**config.mk**
```make
export PLATFORM = sky130hd
export DESIGN_NAME = score_controller_flat
export DESIGN_NICKNAME = d
export VERILOG_FILES = /design/src/rtl/blink_pkg.sv /design/src/rtl/score_controller_if.sv /design/src/rtl/score_controller.sv /design/src/flat_wrapper.sv
export SDC_FILE = /design/constraint.sdc
export NUM_CORES = 1
export LEC_CHECK = 0
export ABC_AREA = 1
export BUFFER_PORTS_ARGS = -buffer_cell sky130_fd_sc_hd__buf_2
export CAP_MARGIN = 20
export CORE_UTILIZATION = 45
export DETAILED_ROUTE_END_ITERATION = 8
export GPL_TIMING_DRIVEN = 0
export PLACE_DENSITY = 0.74
export REMOVE_ABC_BUFFERS = 1
export SLEW_MARGIN = 10
export SYNTH_ARGS = -nofsm -noshare
export SYNTH_HDL_FRONTEND = slang
export SYNTH_SLANG_ARGS = --single-unit
```
**constraint.sdc**
```tcl
create_clock -name clk -period 1.3 [get_ports clk]
set_input_delay 0.39 -clock clk [delete_from_list [all_inputs] [get_ports clk]]
set_output_delay 0.39 -clock clk [all_outputs]
set_load 0.05 [all_outputs]
```
**src/rtl/blink_pkg.sv**
```systemverilog
// blink_pkg: shared state encoding, score limits and points helper for the Blink score path
package blink_pkg;

    typedef enum logic [2:0] {IDLE, CLEAR, PLAY, ADD, SETTLE, DONE} score_state_t;

    localparam int SCORE_W_DEF = 4;
    localparam int SCORE_MAX   = 2**SCORE_W_DEF - 1;

    function automatic logic [2:0] points(input logic [1:0] level);
        return {1'b0, level} + 3'd1;
    endfunction

endpackage

```
**src/rtl/score_controller_if.sv**
```systemverilog
// score_controller_if: game-FSM and accumulator signals seen by the score controller
interface score_controller_if #(parameter int SCORE_W = 4);

    logic               start;
    logic               hit;
    logic               miss;
    logic [1:0]         level;
    logic [SCORE_W-1:0] acc_Q;
    logic               acc_LD;
    logic               acc_CLR;
    logic [SCORE_W-1:0] acc_D;
    logic               busy;
    logic [2:0]         lives;
    logic               game_over;
    logic               max_reached;
    logic [SCORE_W-1:0] high_score;
    logic               new_record;

    modport master (
        output start, hit, miss, level, acc_Q,
        input  acc_LD, acc_CLR, acc_D, busy, lives, game_over, max_reached, high_score, new_record
    );

    modport slave (
        input  start, hit, miss, level, acc_Q,
        output acc_LD, acc_CLR, acc_D, busy, lives, game_over, max_reached, high_score, new_record
    );

endinterface

```
**src/rtl/score_controller.sv**
```systemverilog
// score_controller: sequences the Blink score accumulator, lives and end-of-game; HIGH_SCORE_EN adds a best-score register
module score_controller
    import blink_pkg::*;
#(
    parameter int SCORE_W = SCORE_W_DEF,
    parameter int LIVES   = 3
) (
    input  logic               clk,
    input  logic               CLR_n,
    score_controller_if.slave  bus
);

    localparam logic [SCORE_W:0] MAX = {1'b0, {SCORE_W{1'b1}}};

    score_state_t       state;
    logic               pending;
    logic               acc_ld;
    logic               acc_clr;
    logic [SCORE_W-1:0] acc_d;
    logic               busy;
    logic [2:0]         lives;
    logic               game_over;
    logic               max_reached;
    logic [SCORE_W:0]   room;
    logic [SCORE_W:0]   pts;
    logic [SCORE_W:0]   add_d;

    // headroom below MAX limits the addend so the accumulator saturates instead of wrapping
    assign room  = MAX - {1'b0, bus.acc_Q};
    assign pts   = (SCORE_W+1)'(points(bus.level));
    assign add_d = (pts < room) ? pts : room;

`ifdef HIGH_SCORE_EN
    logic [SCORE_W-1:0] high_score;
    logic               new_record;
`endif

    // game sequencer with registered accumulator commands and status flags
    always_ff @(posedge clk or negedge CLR_n) begin
        if (!CLR_n) begin
            state       <= IDLE;
            lives       <= 3'(LIVES);
            pending     <= 1'b0;
            game_over   <= 1'b0;
            max_reached <= 1'b0;
            acc_ld      <= 1'b0;
            acc_d       <= '0;
            acc_clr     <= 1'b1;
            busy        <= 1'b0;
`ifdef HIGH_SCORE_EN
            high_score  <= '0;
            new_record  <= 1'b0;
`endif
        end else begin
            acc_ld  <= 1'b0;
            acc_d   <= '0;
            acc_clr <= 1'b0;
            busy    <= 1'b0;
`ifdef HIGH_SCORE_EN
            new_record <= 1'b0;
`endif
            if (bus.start && state != CLEAR) begin
                state       <= CLEAR;
                acc_clr     <= 1'b1;
                busy        <= 1'b1;
                lives       <= 3'(LIVES);
                pending     <= 1'b0;
                game_over   <= 1'b0;
                max_reached <= 1'b0;
            end else begin
                case (state)
                    IDLE:  acc_clr <= 1'b1;
                    CLEAR: state <= PLAY;
                    PLAY: begin
                        if (bus.miss) begin
                            lives <= lives - 3'd1;
                            if (lives == 3'd1) begin
                                state     <= DONE;
                                game_over <= 1'b1;
`ifdef HIGH_SCORE_EN
                                if (bus.acc_Q > high_score) begin
                                    high_score <= bus.acc_Q;
                                    new_record <= 1'b1;
                                end
`endif
                            end
                        end else if (bus.hit) begin
                            state  <= ADD;
                            acc_ld <= 1'b1;
                            acc_d  <= add_d[SCORE_W-1:0];
                            busy   <= 1'b1;
                        end
                    end
                    ADD: begin
                        state <= SETTLE;
                        busy  <= 1'b1;
                        if (bus.hit)
                            pending <= 1'b1;
                    end
                    SETTLE: begin
                        pending <= 1'b0;
                        if ({1'b0, bus.acc_Q} == MAX) begin
                            state       <= DONE;
                            max_reached <= 1'b1;
`ifdef HIGH_SCORE_EN
                            if (bus.acc_Q > high_score) begin
                                high_score <= bus.acc_Q;
                                new_record <= 1'b1;
                            end
`endif
                        end else if (pending || bus.hit) begin
                            state  <= ADD;
                            acc_ld <= 1'b1;
                            acc_d  <= add_d[SCORE_W-1:0];
                            busy   <= 1'b1;
                        end else begin
                            state <= PLAY;
                        end
                    end
                    default: ;
                endcase
            end
        end
    end

    assign bus.acc_LD      = acc_ld;
    assign bus.acc_CLR     = acc_clr;
    assign bus.acc_D       = acc_d;
    assign bus.busy        = busy;
    assign bus.lives       = lives;
    assign bus.game_over   = game_over;
    assign bus.max_reached = max_reached;

`ifdef HIGH_SCORE_EN
    assign bus.high_score = high_score;
    assign bus.new_record = new_record;
`else
    assign bus.high_score = '0;
    assign bus.new_record = 1'b0;
`endif

endmodule

```
**src/flat_wrapper.sv**
```systemverilog
// flat-port wrapper written by rule: the top's interface ports become plain ports
module score_controller_flat import blink_pkg::*;
#(
    parameter int SCORE_W = SCORE_W_DEF,
    parameter int LIVES   = 3
)
  (clk, CLR_n, bus_start, bus_hit, bus_miss, bus_level, bus_acc_Q, bus_acc_LD, bus_acc_CLR, bus_acc_D, bus_busy, bus_lives, bus_game_over, bus_max_reached, bus_high_score, bus_new_record);
  score_controller_if #(.SCORE_W(SCORE_W)) bus_i ();
  input  logic clk;
  input  logic CLR_n;
  input wire logic [$bits(bus_i.start)-1:0] bus_start;
  input wire logic [$bits(bus_i.hit)-1:0] bus_hit;
  input wire logic [$bits(bus_i.miss)-1:0] bus_miss;
  input wire logic [$bits(bus_i.level)-1:0] bus_level;
  input wire logic [$bits(bus_i.acc_Q)-1:0] bus_acc_Q;
  output wire logic [$bits(bus_i.acc_LD)-1:0] bus_acc_LD;
  output wire logic [$bits(bus_i.acc_CLR)-1:0] bus_acc_CLR;
  output wire logic [$bits(bus_i.acc_D)-1:0] bus_acc_D;
  output wire logic [$bits(bus_i.busy)-1:0] bus_busy;
  output wire logic [$bits(bus_i.lives)-1:0] bus_lives;
  output wire logic [$bits(bus_i.game_over)-1:0] bus_game_over;
  output wire logic [$bits(bus_i.max_reached)-1:0] bus_max_reached;
  output wire logic [$bits(bus_i.high_score)-1:0] bus_high_score;
  output wire logic [$bits(bus_i.new_record)-1:0] bus_new_record;
  assign bus_i.start = bus_start;
  assign bus_i.hit = bus_hit;
  assign bus_i.miss = bus_miss;
  assign bus_i.level = bus_level;
  assign bus_i.acc_Q = bus_acc_Q;
  assign bus_acc_LD = bus_i.acc_LD;
  assign bus_acc_CLR = bus_i.acc_CLR;
  assign bus_acc_D = bus_i.acc_D;
  assign bus_busy = bus_i.busy;
  assign bus_lives = bus_i.lives;
  assign bus_game_over = bus_i.game_over;
  assign bus_max_reached = bus_i.max_reached;
  assign bus_high_score = bus_i.high_score;
  assign bus_new_record = bus_i.new_record;
  score_controller #(.SCORE_W(SCORE_W), .LIVES(LIVES)) u_core (.clk(clk), .CLR_n(CLR_n), .bus(bus_i));
endmodule
```
==> results.py, run 1 <==
metrics = {
    "run_status": {
        "run_status": "finished with violations",
        "violations": "negative hold slack, negative setup slack",
    },
    "layout": {
        "drive_above_1_share_pct": 32.7,
        "mostFrequentLayoutCells": "nand2_1, inv_1, buf_2, dfrtp_1, nand3_1",
        "fill_cells": 172,
        "num-nets-final": 164,
        "areaGrowthSynthToFinish_pct": 32.2,
        "multiInputGateArea_um2": 509,
        "n_antenna_cell": 0,
        "final_common_cell": "nand2_1",
        "layout.area.seq_um2": 404,
    },
    "floorplan": {
        "die_h_um": 47.5,
        "io_pins": 28,
        "initial_core_util_pct": 47.5,
        "num_rows": 16,
        "die_w_um": 47.5,
        "core_area_um2": 1960,
        "dieArea_um2": 2260,
    },
    "drt": {
        "drc_errors": 0,
        "route.met3.wl_um": 64,
        "routed_wl_um": 1890,
        "highest_layer": "met4",
        "avgRoutedWirePerCell_um": 10.8,
        "drt_pass1_iterations": 4,
        "drtIter0Drc": 28,
        "dr_total_vias": 858,
        "wl_met2_um": 1020,
        "viasPerCell": 4.93,
        "routedLengthMet1_um": 758,
        "ant_nets": 0,
    },
    "logic_synthesis": {
        "synth-compound-area-share_pct": 6.85,
        "ys_seq_elements": 16,
        "synth_top_family_by_area": "simple AND/OR/NAND/NOR gates",
        "yosys.area_share.simple_pct": 31.0,
        "yosys.area.top_type": "dfrtp_1",
        "synth_warnings": 0,
        "muxShareOfSynthArea_pct": 0,
        "yosysSeqAreaShare_pct": 43.4,
        "synth.distinct_cells": 21,
        "netlist_area_um2": 932,
        "synth_top_area_share_pct": 34.9,
        "netlist_instances": 119,
        "synthTopCellsByArea": "dfrtp_1, nand2_1, dfstp_2, nand3_1, ha_1",
        "synth_xor_area_share_pct": 0,
        "avgSynthCellArea_um2": 7.83,
        "synthAdderAreaFrac_pct": 6.71,
    },
    "clock_tree": {
        "clk_pin_slew_ps": 100,
        "clockRootBuffer": "clkbuf_4",
        "cts_tree": "built",
        "clockBufferDepth": 2,
        "clk_latency_ps": 290,
        "ctsHoldBuffers": 0,
        "cts_made_buffers": 3,
        "cts.htree.levels": 1,
        "cts_sinks": 16,
    },
    "timing": {
        "min_period_over_period_pct": 108,
        "finalCriticalPeriod_ps": 1400,
        "skew_ps": 7.32,
        "report.final.slew_viol_count": 0,
        "fmax_mhz": 715,
        "hold_ws_ps": -1.81,
        "finalHoldViolCount": 6,
        "setup_viol": 6,
        "rsz0062_at_grt": "yes",
        "setup_ws_ps": -99.0,
    },
    "worst_setup_path": {
        "critical_path.cell_chain": "buf_8",
        "cp_num_buf_inv": 1,
        "cp_max_fo": 3,
        "worst_setup_path_start_kind": "flop",
        "r2r_end": "u_core.state[0]",
        "r2r_start": "u_core.bus.lives[0]",
        "cp_data_arrival_time_ps": 1010,
        "endpoint_kind": "output pin",
        "worst-setup-path-type": "flop to output pin",
        "max_stage_delay_ps": 580,
        "rr_worst_depth": 7,
        "crit_family": "flip-flops",
        "crit_required_ps": 910,
        "ff2ff_setup_slack_ps": -40,
        "critPathSlowestCell": "dfstp_2",
    },
    "power_and_ir_drop": {
        "p_per_area_nw_per_um2": 2050,
        "peakVddDrop_mv": 0.892,
        "p_leak_uw": 0.000660,
    },
    "placed_design": {
        "gp_congestion": 0.833,
        "dp_hpwl_um": 1390,
        "dp_slack_ps": -524,
        "io_buffers": 22,
    },
    "grt": {
        "grt_pass1_wl_um": 2590,
        "grt_antenna_before_repair": 0,
        "grt_start_max_net_pins": 17,
        "gr-usage-all-layers_pct": 16.6,
        "grt_pass1_vias": 657,
        "overflow": 0,
    },
    "run": {
        "drv_cap": 0,
    },
    "worst_hold_path": {
        "min_path_type": "primary input to async pin",
    },
}
==> cells in the mapped netlist (all sizes together) <==
| master | number |
|---|---|
| a31oi | 1 |
| dfrtp | 13 |
| o211ai | 1 |
| ha | 5 |
| conb | 1 |
| inv | 16 |
| nand3 | 15 |
| a21oi | 4 |
| o21ai | 5 |
| nor2 | 13 |
| nand4 | 2 |
| buf | 6 |
| nand2 | 34 |
| dfstp | 3 |
==> power by group <==
group | internal (µW) | switching (µW)
combinational | 499 | 905
clock | 171 | 160
sequential | 668 | 119
==> stage by stage <==
stage          area, µm²  util, %  total power (µW)  TNS, ps  std cells
3_5_place_dp        1050     53.3              1970    -1770        167
4_1_cts             1170     59.8              2500     -536        173
2_1_floorplan        902        -              1720    -1390        118
6_report            1230     62.8              2520     -371        174
3_3_place_gp        1050     53.3              1920    -1570        167
5_1_grt             1230     62.8              2690     -864        174
==> sequential cells by signal (all words and copies together), names as in the netlist <==
name                    flops
u_core.bus.max_reached      1
u_core.state                3
u_core.pending              1
u_core.bus.lives            3
u_core.bus.acc_D            4
u_core.bus.busy             1
u_core.bus.acc_CLR          1
u_core.bus.acc_LD           1
u_core.bus.game_over        1
==> worst reg2reg max path, delay by kind of cell (launching register included) <==
kind / cells / cell delay [ps]
DFF: 1 / 580
and+or+nand+nor: 5 / 340
adders and majority gates: 1 / 190
buffers and inverters: 1 / 150
==> worst max-delay path by stage <==
stage,startpoint,end,slack (ps),depth (start not counted)
floorplan,bus_level[0],u_core.bus.acc_D[0],-280,7
global placement,bus_level[0],u_core.bus.acc_D[2],-490,8
detailed placement,bus_level[0],u_core.bus.acc_D[2],-520,8
CTS,u_core.bus.lives[0],bus_lives[0],-100,1
global route,u_core.bus.lives[1],u_core.state[2],-140,8
finish,u_core.bus.lives[0],bus_lives[0],-100,1
==> layout make-up <==
type,instances,share of cell area [%]
Inverter,16,4.87
Tap cell,27,2.74
Multi-Input combinational cell,86,41.3
Sequential cell,16,32.8
Clock buffer,4,2.94
Timing Repair Buffer,25,15.3
==> timing repair <==
action,CTS,global route
endpoints found under the setup margin,11,17
pin swaps,4,6
setup buffers,2,1
gates resized for setup,16,13
==> kinds of logic (layout without fill, tap and decap cells) <==
| kind of cell | Yosys count | count (layout) |
|---|---|---|
| DFF | 16 | 16 |
| other | 1 | 6 |
| AOI/OAI and AO/OA | 11 | 11 |
| buffers and inverters | 22 | 45 |
| and+or+nand+nor | 64 | 64 |
| adders and majority gates | 5 | 5 |
==> routing by layer <==
layer	track usage, %	up-vias
met2	31.8	27
met4	8.57	0
met3	2.26	5
li1	-	423
met1	17.4	403
met5	0	-
No activity file was read; power rests on OpenSTA's default activity.
==> run 2: changes to the inputs <==
- ABC_AREA: 1 -> 0
- TNS_END_PERCENT: unset -> 1
==> run 2 against run 1 <==
Net effect:
- the run ends with negative setup slack left
- final area fell by 2.8%
- non-clock buffer count decreased by 2
- via count shrank 9.3%
- total power fell by 8.1%
- utilization fell by 1.8 points
- sequential power up 14%
- largest cell class unchanged
==> results.py, run 2 <==
metrics = {
    "run_status": {
        "run_status": "finished with violations",
        "violations": "negative setup slack",
    },
    "grt": {
        "grt_antenna_before_repair": 0,
        "grt_start_max_net_pins": 17,
        "gr-usage-all-layers_pct": 17.1,
        "overflow": 0,
        "grt_pass1_wl_um": 2590,
        "grt_pass1_vias": 614,
    },
    "worst_setup_path": {
        "r2r_start": "u_core.bus.lives[0]",
        "cp_data_arrival_time_ps": 1050,
        "crit_start": "u_core.bus.lives[0]",
        "cp_max_fo": 3,
        "critPathSlowestCell": "dfstp_2",
        "endpoint_kind": "output pin",
        "crit_family": "flip-flops",
        "worst_setup_path_start_kind": "flop",
        "crit_required_ps": 910,
        "worst-setup-path-type": "flop to output pin",
        "cp_num_buf_inv": 1,
        "critical_path.cell_chain": "buf_8",
        "max_stage_delay_ps": 600,
    },
    "power_and_ir_drop": {
        "power_uw": 2320,
        "peakVddDrop_mv": 0.898,
        "p_leak_uw": 0.000551,
        "p_per_area_nw_per_um2": 1940,
    },
    "logic_synthesis": {
        "synth_xor_area_share_pct": 1.88,
        "synthAdderAreaFrac_pct": 6.71,
        "ys_seq_elements": 16,
        "yosys.area.top_type": "dfrtp_1",
        "ys.flop_type": "dfrtp_1",
        "muxShareOfSynthArea_pct": 0,
        "async_flop_share_pct": 100,
        "netlist_area_um2": 932,
        "synth_edf_count": 0,
        "yosys.area_share.simple_pct": 19.5,
        "synth.most_common_cell": "dfrtp_1",
        "yosysSeqAreaShare_pct": 43.4,
        "synth_top_area_share_pct": 34.9,
        "synth-compound-area-share_pct": 20.3,
        "avgSynthCellArea_um2": 9.81,
        "synth.distinct_cells": 38,
        "synth_warnings": 0,
        "synth.top_cells.by_count": "dfrtp_1, o21ai_0, buf_4, nand2_1",
        "synth_top_family_by_area": "compound AO/OA/AOI/OAI gates",
        "netlist_instances": 95,
        "synthTopCellsByArea": "dfrtp_1, dfstp_2, ha_1, o21ai_0, buf_4",
    },
    "floorplan": {
        "num_rows": 16,
        "io_pins": 28,
        "die_w_um": 47.5,
        "die_h_um": 47.5,
        "initial_core_util_pct": 47.5,
        "dieArea_um2": 2260,
        "core_area_um2": 1960,
    },
    "layout": {
        "multiInputGateArea_um2": 537,
        "n_antenna_cell": 0,
        "areaGrowthSynthToFinish_pct": 28.5,
        "stdcell_count": 145,
        "fill_cells": 167,
        "final_common_cell": "buf_2",
        "num-nets-final": 135,
        "mostFrequentLayoutCells": "buf_2, dfrtp_1, clkbuf_4, conb_1",
        "drive_above_1_share_pct": 39.8,
        "largest_register_ffs": 4,
        "layout.area.seq_um2": 408,
    },
    "timing": {
        "fmax_mhz": 696,
        "report.final.slew_viol_count": 0,
        "min_period_over_period_pct": 110,
        "setup_viol": 10,
        "finalHoldViolCount": 0,
        "skew_ps": 7.18,
        "hold_ws_ps": 371,
        "finalCriticalPeriod_ps": 1440,
        "setup_ws_ps": -136,
        "rsz0062_at_grt": "yes",
    },
    "clock_tree": {
        "cts_made_buffers": 3,
        "cts.htree.levels": 1,
        "cts_sinks": 16,
        "clk_pin_slew_ps": 100,
        "clockBufferDepth": 2,
        "cts_tree": "built",
        "clk_latency_ps": 300,
        "cts_setup_buffers": 0,
        "clockRootBuffer": "clkbuf_4",
    },
    "drt": {
        "drtIter0Drc": 15,
        "viasPerCell": 5.37,
        "drt_pass1_iterations": 4,
        "ant_nets": 0,
        "drc_errors": 0,
        "routed_wl_um": 1780,
        "dr_total_vias": 778,
        "avgRoutedWirePerCell_um": 12.3,
    },
    "placed_design": {
        "dp_cells": 140,
        "dp_hpwl_um": 1240,
        "gp_congestion": 0.768,
        "io_buffers": 22,
        "dp_slack_ps": -560,
    },
    "worst_hold_path": {
        "hp-start": "bus_start",
        "min_path_type": "primary input to flop",
    },
    "run": {
        "drv_cap": 0,
    },
}
-- run 2: area by class of cell --
class	instances	area share (%)
clock buffer	4	3.03
sequential	16	34.1
tap	27	2.82
inverter	4	1.25
multi-input combinational	71	44.8
timing repair buffer	23	14.0
-- run 2: metrics by stage --
stage / TNS, ps / instance area (µm²) / util (%)
detailed placement: -2030 / 1040 / 52.8
floorplan: -1500 / 892 / -
CTS: -797 / 1170 / 59.4
finish: -781 / 1200 / 61.0
global placement: -1700 / 1040 / 52.8
global route: -1560 / 1200 / 61.0
-- run 2: worst paths after layout --
kind / end / slack (ps) / depth (start not counted)
min reg2reg: u_core.bus.game_over / 510 / 1
min: u_core.state[2] / 370 / 2
max: bus_lives[0] / -140 / 1
min in group asynchronous: u_core.bus.busy / 520 / 2
max reg2reg: u_core.state[1] / -110 / 5
max in group asynchronous: u_core.bus.lives[1] / 480 / 2
-- run 2: where the power goes --
part	internal, µW	leakage, µW	switching (µW)
clock	171	0.0000210	165
sequential	673	0.000199	222
combinational	456	0.000331	632
total	1300	0.000551	1020
-- run 2: cells by family (layout without fill, tap and decap cells) --
group / Yosys count / in the layout
AND/OR/NAND/NOR: 30 / 30
AO/OA/AOI/OAI: 28 / 28
XOR/XNOR: 2 / 2
flip-flops: 16 / 16
buffers and inverters: 13 / 31
other: 1 / 6
adder cells (fa/ha/maj): 5 / 5
-- run 2: metal layers --
metal,up-vias,wire (µm),share of wire (%),GRT usage [%]
met5,-,0,0,0
met4,0,53,3.0,12.0
met3,4,84,4.7,2.26
met2,30,918,52,29.3
met1,368,722,41,19.4
li1,376,-,-,-
-- run 2: timing repair --
action                                 CTS  global route
gates resized for setup                 24            10
endpoints found under the hold margin   13             0
pin swaps                                3             4
hold buffers                             1             0
setup endpoints to repair               16            18
cloned                                   0             0
